$ cat src/rtl/usb_rx_bank_sched_if.sv
// usb_rx_bank_sched_if: USB byte stream, consumer handshake and RX buffer RAM port bundle.
// slave is the scheduler's view; master is the surrounding logic (USB core, consumer, RAM).
interface usb_rx_bank_sched_if #(
  parameter int unsigned ADDR_W = 6
);
  // USB side
  logic              wr_en;
  logic [7:0]        wr_data;
  logic              frame_end;
  logic              frame_ok;
  // Consumer side
  logic              rd_req;
  logic              rd_valid;
  logic [7:0]        rd_data;
  logic              rd_last;
  logic              frame_avail;
  logic              drop;
  // RAM side
  logic [ADDR_W-1:0] ram_addr;
  logic [7:0]        ram_data;
  logic              ram_wren;
  logic              ram_rden;
  logic [7:0]        ram_q;

  modport slave (
    input  wr_en, wr_data, frame_end, frame_ok, rd_req, ram_q,
    output rd_valid, rd_data, rd_last, frame_avail, drop,
    output ram_addr, ram_data, ram_wren, ram_rden
  );

  modport master (
    output wr_en, wr_data, frame_end, frame_ok, rd_req, ram_q,
    input  rd_valid, rd_data, rd_last, frame_avail, drop,
    input  ram_addr, ram_data, ram_wren, ram_rden
  );
endinterface

$ cat src/rtl/usb_rx_bank_sched.sv
// usb_rx_bank_sched: ping-pong scheduler for the single-port USB RX buffer RAM.
// The RAM is split into two banks (address MSB). One bank fills from the USB byte stream while
// the other drains to the consumer; header and CRC bytes are stripped on drain, and bad, runt
// or overflowing frames are discarded with a one-cycle drop pulse. The writer always owns the
// RAM port when it has a byte.
// Optional feature: define USB_RX_SCHED_STATS_EN to add ok_cnt/drop_cnt frame counters.
module usb_rx_bank_sched #(
  parameter int unsigned ADDR_W    = 6,
  parameter int unsigned HDR_SKIP  = 6,
  parameter int unsigned TAIL_SKIP = 1
) (
  input  logic                     clk,
  input  logic                     n_rst,
  usb_rx_bank_sched_if.slave       bus
`ifdef USB_RX_SCHED_STATS_EN
  ,
  output logic [15:0]              ok_cnt,
  output logic [15:0]              drop_cnt
`endif
);

  localparam int unsigned BW = ADDR_W - 1;
  localparam logic [ADDR_W-1:0] BSZ_C    = ADDR_W'(2 ** (ADDR_W - 1));
  localparam logic [ADDR_W-1:0] MIN_LEN  = ADDR_W'(HDR_SKIP + TAIL_SKIP);
  localparam logic [ADDR_W-1:0] LAST_OFS = ADDR_W'(TAIL_SKIP + 1);
  localparam logic [BW-1:0]     RP_START = BW'(HDR_SKIP);

  typedef enum logic [1:0] {StFree, StFill, StFull, StDrain} bank_st_e;

  bank_st_e          bank_st_q [2];
  logic [ADDR_W-1:0] len_q     [2];
  logic              wb_q;        // bank being filled
  logic              rb_q;        // bank being drained
  logic [ADDR_W-1:0] cnt_q;       // bytes written into wb for the current frame
  logic              bad_q;       // current frame lost a byte
  logic              got_q;       // current frame has seen at least one byte
  logic [BW-1:0]     rp_q;        // next read offset within rb
  logic              rd_done_q;   // final byte issued, waiting for its return
  logic              rd_valid_q;
  logic              rd_last_q;
  logic              drop_q;

  logic              wb_open;
  logic              wr_do;
  logic              wr_drop;
  logic [ADDR_W-1:0] cnt_nx;
  logic              rb_ready;
  logic              rd_do;
  logic [ADDR_W-1:0] last_idx;
  logic              rd_is_last;
  logic              any_byte;
  logic              frame_bad;
  logic              good_end;
  logic              bad_end;

  // Write acceptance, read issue and frame verdict for this cycle
  always_comb begin
    wb_open    = (bank_st_q[wb_q] == StFree) || (bank_st_q[wb_q] == StFill);
    wr_do      = bus.wr_en && wb_open && (cnt_q < BSZ_C);
    wr_drop    = bus.wr_en && !wr_do;
    cnt_nx     = cnt_q + ADDR_W'(wr_do);
    rb_ready   = ((bank_st_q[rb_q] == StFull) || (bank_st_q[rb_q] == StDrain)) && !rd_done_q;
    rd_do      = rb_ready && bus.rd_req && !bus.wr_en;
    last_idx   = len_q[rb_q] - LAST_OFS;
    rd_is_last = ({1'b0, rp_q} == last_idx);
    any_byte   = got_q || bus.wr_en;
    // Length counts the same-cycle byte; a frame that lost any byte is never delivered
    frame_bad  = !bus.frame_ok || bad_q || wr_drop || (cnt_nx <= MIN_LEN);
    good_end   = bus.frame_end && any_byte && !frame_bad;
    bad_end    = bus.frame_end && any_byte && frame_bad;
  end

  // RAM port: writer has absolute priority, read address otherwise
  always_comb begin
    bus.ram_wren    = wr_do;
    bus.ram_rden    = rd_do;
    bus.ram_data    = bus.wr_data;
    bus.ram_addr    = bus.wr_en ? {wb_q, cnt_q[BW-1:0]} : {rb_q, rp_q};
    bus.rd_valid    = rd_valid_q;
    bus.rd_last     = rd_last_q;
    bus.rd_data     = bus.ram_q;
    bus.drop        = drop_q;
    bus.frame_avail = (bank_st_q[rb_q] == StFull) || (bank_st_q[rb_q] == StDrain);
  end

  // Bank state machine plus fill and drain pointers
  always_ff @(posedge clk or negedge n_rst) begin
    if (!n_rst) begin
      for (int i = 0; i < 2; i++) begin
        bank_st_q[i] <= StFree;
        len_q[i]     <= '0;
      end
      wb_q       <= 1'b0;
      rb_q       <= 1'b0;
      cnt_q      <= '0;
      bad_q      <= 1'b0;
      got_q      <= 1'b0;
      rp_q       <= RP_START;
      rd_done_q  <= 1'b0;
      rd_valid_q <= 1'b0;
      rd_last_q  <= 1'b0;
      drop_q     <= 1'b0;
    end else begin
      drop_q     <= 1'b0;
      rd_valid_q <= rd_do;
      rd_last_q  <= rd_do && rd_is_last;

      // Fill side only touches FREE/FILL banks, drain side only FULL/DRAIN banks
      if (bad_end || good_end) begin
        cnt_q <= '0;
        bad_q <= 1'b0;
        got_q <= 1'b0;
        if (good_end) begin
          bank_st_q[wb_q] <= StFull;
          len_q[wb_q]     <= cnt_nx;
          wb_q            <= ~wb_q;
        end else begin
          // A frame dropped entirely against a held bank must leave that bank alone
          if (wb_open) bank_st_q[wb_q] <= StFree;
          drop_q <= 1'b1;
        end
      end else begin
        if (wr_do) begin
          cnt_q <= cnt_nx;
          if (bank_st_q[wb_q] == StFree) bank_st_q[wb_q] <= StFill;
        end
        if (bus.wr_en) got_q <= 1'b1;
        if (wr_drop) bad_q <= 1'b1;
      end

      if (rd_do) begin
        bank_st_q[rb_q] <= StDrain;
        if (rd_is_last) begin
          rd_done_q <= 1'b1;
          rp_q      <= RP_START;
        end else begin
          rp_q <= rp_q + BW'(1);
        end
      end

      // Final byte is on rd_data now: release the bank
      if (rd_last_q) begin
        bank_st_q[rb_q] <= StFree;
        rb_q            <= ~rb_q;
        rd_done_q       <= 1'b0;
      end
    end
  end

`ifdef USB_RX_SCHED_STATS_EN
  // Good/dropped frame counters, wrap naturally
  always_ff @(posedge clk or negedge n_rst) begin
    if (!n_rst) begin
      ok_cnt   <= '0;
      drop_cnt <= '0;
    end else begin
      if (good_end) ok_cnt <= ok_cnt + 16'd1;
      if (drop_q) drop_cnt <= drop_cnt + 16'd1;
    end
  end
`endif

endmodule

$ cat src/flat_wrapper.sv
// flat-port wrapper written by rule: the top's interface ports become plain ports
module usb_rx_bank_sched_flat 
#(
  parameter int unsigned ADDR_W    = 6,
  parameter int unsigned HDR_SKIP  = 6,
  parameter int unsigned TAIL_SKIP = 1
)
  (clk, n_rst, bus_wr_en, bus_wr_data, bus_frame_end, bus_frame_ok, bus_rd_req, bus_ram_q, bus_rd_valid, bus_rd_data, bus_rd_last, bus_frame_avail, bus_drop, bus_ram_addr, bus_ram_data, bus_ram_wren, bus_ram_rden);
  usb_rx_bank_sched_if #(.ADDR_W(ADDR_W)) bus_i ();
  input  logic clk;
  input  logic n_rst;
  input wire logic [$bits(bus_i.wr_en)-1:0] bus_wr_en;
  input wire logic [$bits(bus_i.wr_data)-1:0] bus_wr_data;
  input wire logic [$bits(bus_i.frame_end)-1:0] bus_frame_end;
  input wire logic [$bits(bus_i.frame_ok)-1:0] bus_frame_ok;
  input wire logic [$bits(bus_i.rd_req)-1:0] bus_rd_req;
  input wire logic [$bits(bus_i.ram_q)-1:0] bus_ram_q;
  output wire logic [$bits(bus_i.rd_valid)-1:0] bus_rd_valid;
  output wire logic [$bits(bus_i.rd_data)-1:0] bus_rd_data;
  output wire logic [$bits(bus_i.rd_last)-1:0] bus_rd_last;
  output wire logic [$bits(bus_i.frame_avail)-1:0] bus_frame_avail;
  output wire logic [$bits(bus_i.drop)-1:0] bus_drop;
  output wire logic [$bits(bus_i.ram_addr)-1:0] bus_ram_addr;
  output wire logic [$bits(bus_i.ram_data)-1:0] bus_ram_data;
  output wire logic [$bits(bus_i.ram_wren)-1:0] bus_ram_wren;
  output wire logic [$bits(bus_i.ram_rden)-1:0] bus_ram_rden;
  assign bus_i.wr_en = bus_wr_en;
  assign bus_i.wr_data = bus_wr_data;
  assign bus_i.frame_end = bus_frame_end;
  assign bus_i.frame_ok = bus_frame_ok;
  assign bus_i.rd_req = bus_rd_req;
  assign bus_i.ram_q = bus_ram_q;
  assign bus_rd_valid = bus_i.rd_valid;
  assign bus_rd_data = bus_i.rd_data;
  assign bus_rd_last = bus_i.rd_last;
  assign bus_frame_avail = bus_i.frame_avail;
  assign bus_drop = bus_i.drop;
  assign bus_ram_addr = bus_i.ram_addr;
  assign bus_ram_data = bus_i.ram_data;
  assign bus_ram_wren = bus_i.ram_wren;
  assign bus_ram_rden = bus_i.ram_rden;
  usb_rx_bank_sched #(.ADDR_W(ADDR_W), .HDR_SKIP(HDR_SKIP), .TAIL_SKIP(TAIL_SKIP)) u_core (.clk(clk), .n_rst(n_rst), .bus(bus_i));
endmodule
$ cat config.mk
export PLATFORM = sky130hd
export DESIGN_NAME = usb_rx_bank_sched_flat
export DESIGN_NICKNAME = d
export VERILOG_FILES = /design/src/rtl/usb_rx_bank_sched_if.sv /design/src/rtl/usb_rx_bank_sched.sv /design/src/flat_wrapper.sv
export SDC_FILE = /design/constraint.sdc
export NUM_CORES = 1
export LEC_CHECK = 0
export BUFFER_PORTS_ARGS = -buffer_cell sky130_fd_sc_hd__buf_2
export CAP_MARGIN = 10
export CORE_AREA = 2 2 72 74
export DETAILED_ROUTE_END_ITERATION = 16
export DIE_AREA = 0 0 74 76
export HOLD_SLACK_MARGIN = 0.03
export PLACE_DENSITY = 0.67
export SYNTH_ARGS = -nofsm -noshare
export SYNTH_HDL_FRONTEND = slang
export SYNTH_SLANG_ARGS = --single-unit
$ cat constraint.sdc
create_clock -name clk -period 3.65 [get_ports clk]
set_clock_uncertainty 0.1 [all_clocks]
set_input_delay 0.73 -clock clk [delete_from_list [all_inputs] [get_ports clk]]
set_output_delay 0.73 -clock clk [all_outputs]
set_load 0.005 [all_outputs]
### Word-level counts from Yosys, hierarchy flattened

Cells that the tools add are included.

* register bits after elaboration: 35

* equality and inequality tests: 4
* $add $sub $neg: 3
* reduce and logical (&&, ||, !) cells: 32
* bitwise logic cells: 15
* magnitude comparators: 6
* multiplexer cells: 36

Operator list (count)
* $mux W6: 7
* $mux W4: 7
* $mux W2: 8
* $bwmux W12: 1
* $logic_and A1 B1 Y1: 12
* $reduce_bool A2 Y1: 5
* $mux W1: 9
* $and A4 B4 Y4: 2
* $not A4 Y4: 2
* $logic_or A1 B1 Y1: 7
* $add A6 B1 Y6: 1
* $demux W6 S1: 1
* $eq A5 B6 Y1: 1
* $le A6 B3 Y1 const B: 1
* $lt A6 B6 Y1 const B: 1
* $sub A6 B2 Y6 const B: 1
* $add A5 B1 Y5 const B: 1
* $logic_not A1 Y1: 5
* $mux W5: 1
* $and A2 B2 Y2: 2
* $demux W2 S1: 2
* $eq A2 B2 Y1 const B: 2
* $ge A2 B2 Y1 const B: 2
* $lt A2 B1 Y1 const B: 2
* other kinds (8): 13

### Depth between registers and ports, before layout

* depth after elaboration: 20
* depth in mapped cells: 11
* depth with buffers taken out: 9

### Worst setup path after synthesis

No wires, ideal clock.

* kind: in2reg
* from: in bus_wr_en
* to: reg u_core.len_q[0] in the netlist's numbering
* cell stages on the path: 11
* arrival: 3.087 ns
* library setup time: 0.125 ns
* slack: 0.338 ns
* cells stage by stage: buf_2 nor2b_1 nor2b_1 clkbuf_1 ha_1 ha_1 xnor2_1 a31oi_1 nor3_2 nor4b_4 mux2_2

* longest elaborated chain between the ends: 10
* elaborated cells between the ends (all ways): 16

Ends and longest elaborated chain
* start: declaration: RTL line flat_wrapper.sv:12 `input wire logic [$bits(bus_i.wr_en)-1:0] bus_wr_en;`
* $logic_and A1 B1 Y1 (*) (2 in series): RTL line usb_rx_bank_sched.sv:59 `wr_do = bus.wr_en && wb_open && (cnt_q < BSZ_C);`
* named net bus_ram_wren: RTL line flat_wrapper.sv:25 `output wire logic [$bits(bus_i.ram_wren)-1:0] bus_ram_wren;`
* parallel branches: the longest is 8 deep, another holds $add A6 B1 Y6
* end signal: indexed assignment: RTL line usb_rx_bank_sched.sv:115 `len_q[wb_q] <= cnt_nx;`
* end: declaration: RTL line usb_rx_bank_sched.sv:31 `logic [ADDR_W-1:0] len_q [2];`

Mark *: on every way through the listed nets, which the timed path passes.
A chain may end at the register's enable or synchronous reset.

### Final worst setup path

* from: reg u_core.wb_q
* to: reg u_core.len_q[5] in the netlist's numbering

* longest elaborated chain between the ends: 16
* elaborated cells between the ends (all ways): 26

Ends and longest elaborated chain
* start: declaration: RTL line usb_rx_bank_sched.sv:32 `logic wb_q;`
* start signal: assignment: RTL line usb_rx_bank_sched.sv:116 `wb_q <= ~wb_q;`
* $not A1 Y2 (not written as such) (*): RTL line usb_rx_bank_sched.sv:58, usb_rx_bank_sched.sv:115
* parallel branches: the longest is 15 deep, another holds $add A6 B1 Y6

Every way passes the cells marked *. The select of a mux whose other input is x is not followed.

==> metrics.txt <==
outcome=completed; most area-hungry cell type in the Yosys netlist=dfrtp_1; crit path DAT=between 3 and 4 ns; total number of vias=about 1300; Post-Synth Simple-Gate Area=around 16%; drt drc=0; Final Hold Viols=0; synth-to-layout area growth=5.99%; Synth Register Bits=33; Top FF cell, synth=dfrtp_1; Routed Antenna Nets=0; antenna violations before repair=0; Post-Syn Instances=181; CTS resizes=0; syn_nets=slightly above 200; mux contribution to synthesized area=15.8%; Worst path most repeated cell=ha_1; Post-CTS Hold Fix Bufs=0; post-synth cell types=44; fin. max-slew vios=0; Area contributors post-synth=dfrtp_1 (40%), mux2_2 (11%), buf_4 (6.5%), xnor2_1 (4.9%), mux2i_1 (4.1%); # rows=26; Setup TNS=0 ns; Crit path depth=9; share of the yosys chip area belonging to registers=between 40 and 50%; largest family of logic cells by synthesized area=multiplexers; Largest stage delay, worst path=between 0.5 and 0.6 ns; Core Region=between 4000 and 5000 sq um; RSZ-0062 raised after global routing=no; Yosys Warn Count=0; WP buf/inv=0; Reg clk slew, reported paths=0.07 ns; TritonCTS Buffers=5; pin count of the biggest net entering global routing=34; Hold Crit Depth=1; PD cells=between 300 and 400 nW/um^2; Slew HR=about 50%; most common cell in the synthesized netlist=dfrtp_1; drt pass-1 iters=4; Worst Path Max Fanout=7; fraction of layout cells with a size suffix above 1=between 30% and 40%; post-CTS setup buffers=0; Total Routing Usage GR=between 10% and 20%; n_diodes=0; CTS max path bufs=2; crit path time final=between 3 and 4 ns; critical path, cell by cell=mux2_4 -> nor2b_1 -> ha_1 -> ha_1 -> xnor2_1 -> a31oi_1 -> nor3_2 -> nor4b_4 -> mux2_2; top-area cell type share of the netlist area=between 30% and 40%; Synth Area in XOR/XNOR=about 8%; Root Buffer=clkbuf_8; Setup crit end kind=register; worst slew pin tran=0.751 ns; Die Ht=~76 microns; Final Routed Wirelength=roughly 3.7 mm; Synth Cell Area=1960 sq um; Total Die Area=5620 sq um; wire per inst=about 15 microns; vias in the first global route=~1300; routed vias/inst=between 5 and 6; # IOs=50; Initial Util=between 30% and 40%; port bufs=17; Clk Latency, worst-skew pair=0.29 ns; NumNets Final=208; first-pass GRT wire length=approximately 6.3 mm; count of final setup violators=0; DP HPWL=roughly 2.6 mm; DP Worst Slack=just over 0.4 ns; Max Clk Rate=between 300 and 400 MHz; Setup CP Type=reg2reg; Synth async-reset ratio=100%; Max stage delay cell, worst path=nor4b_4; CTS Sinks=33; final worst-path cycle share=approximately 85%; commonest cells in the synthesized netlist=dfrtp_1 (31), mux2_2 (19), buf_4 (17); CP Launch Type=register; Post-Synth Adder-Cell Area=2.55%; width of the die=74 microns; EDFF count, synth=0; IR Drop Worst-Case VDD=~0.12 mV; Lkg Pwr=roughly 0.98 nW; Syn Area/Cell=10.8 sq um; HP Class=reg2reg; CTS tree=yes; R2R depth=9; Setup WS post-layout=around 0.53 ns; Critical Path RT=3.72 ns; Max Cap Viol=0; Compound-Gate Fraction of Synth Area=6.70%; htree depth=2; RD Place Congestion=0.741; Power, Total=approximately 0.74 mW; Largest delay share family, worst path=simple AND/OR/NAND/NOR gates; initial drt markers=51; gr ovfl total=0
==> power by group <==
group,internal (mW),switching [mW],leakage (nW)
Combinational,0.0205,0.0302,0.474
Clock,0.170,0.138,0.0542
Sequential,0.372,0.00886,0.449
==> metal layers <==
layer	up-vias	wire length, microns	track usage (%)
met5	-	0	0
met4	0	125	8.73
met3	13	167	4.23
li1	614	-	-
met2	29	1710	21.7
met1	615	1670	19.1
==> placed cells by master, fill, tap and decap left out, drive strengths merged, types with 7 or more instances in the layout <==
cell type and instances:
nand2 7, mux2 20, xnor2 11, dfrtp 31
xor2 7, clkbuf 7, buf 19, mux2i 8
nor2 14
==> sequential cells by signal, indices dropped and copies added, names as in the netlist <==
register             count
u_core.bus.rd_last       1
u_core.bad_q             1
u_core.cnt_q             6
u_core.bus.drop          1
u_core.bus.rd_valid      1
u_core.bank_st_q         2
u_core.wb_q              1
u_core.got_q             1
u_core.rb_q              1
u_core.rd_done_q         1
u_core.rp_q              5
u_core.len_q            12
==> cell families (layout without fill, tap and decap cells) <==
logic type	Yosys count	count (layout)
AOI/OAI and AO/OA	19	19
xor gates and xnor gates	18	18
adders and majority gates	4	4
buffers and inverters	27	29
DFF	33	33
muxes	28	28
and+or+nand+nor	52	52
==> path summary, 6_finish.rpt <==
| check | from | end | slack (ns) |
|---|---|---|---|
| worst min-delay path | u_core.rd_done_q | u_core.rd_done_q | 0.39 |
| worst max-delay path | u_core.wb_q | u_core.len_q[5] | 0.53 |
| worst min register to register | u_core.rd_done_q | u_core.rd_done_q | 0.39 |
| worst max register to register | u_core.wb_q | u_core.len_q[5] | 0.53 |
| min in group asynchronous | n_rst | u_core.bus.rd_valid | 0.41 |
| max in group asynchronous | n_rst | u_core.len_q[3] | 2.57 |
==> worst reg2reg max path, cell delays in order (launching register included) <==
cell and delay (ns):
dfrtp_1 0.49, mux2_4 0.35, nor2b_1 0.18, ha_1 0.24, ha_1 0.27, xnor2_1 0.10, a31oi_1 0.21, nor3_2 0.11
nor4b_4 0.56, mux2_2 0.40
==> layout make-up <==
cell class              instances  area [sq um]
multi-input cells             121           955
clock inverters                 1          5.00
inverters                       2          7.51
repair buffers                 19           100
fillers                       462          2830
clock buffers                   7          96.3
well taps                      70          87.6
flip-flops and latches         33           828
==> per-stage QoR <==
step	hold slack (ns)	instance area (sq um)	cells	util, %
floorplan	0.334	1960	181	-
CTS	0.397	2080	253	42.3
finish	0.394	2080	253	42.3
detailed placement	0.381	1980	245	40.3
global route	0.422	2080	253	42.3
global placement	0.375	1980	245	40.3
Power figures use the tool's default switching activity.
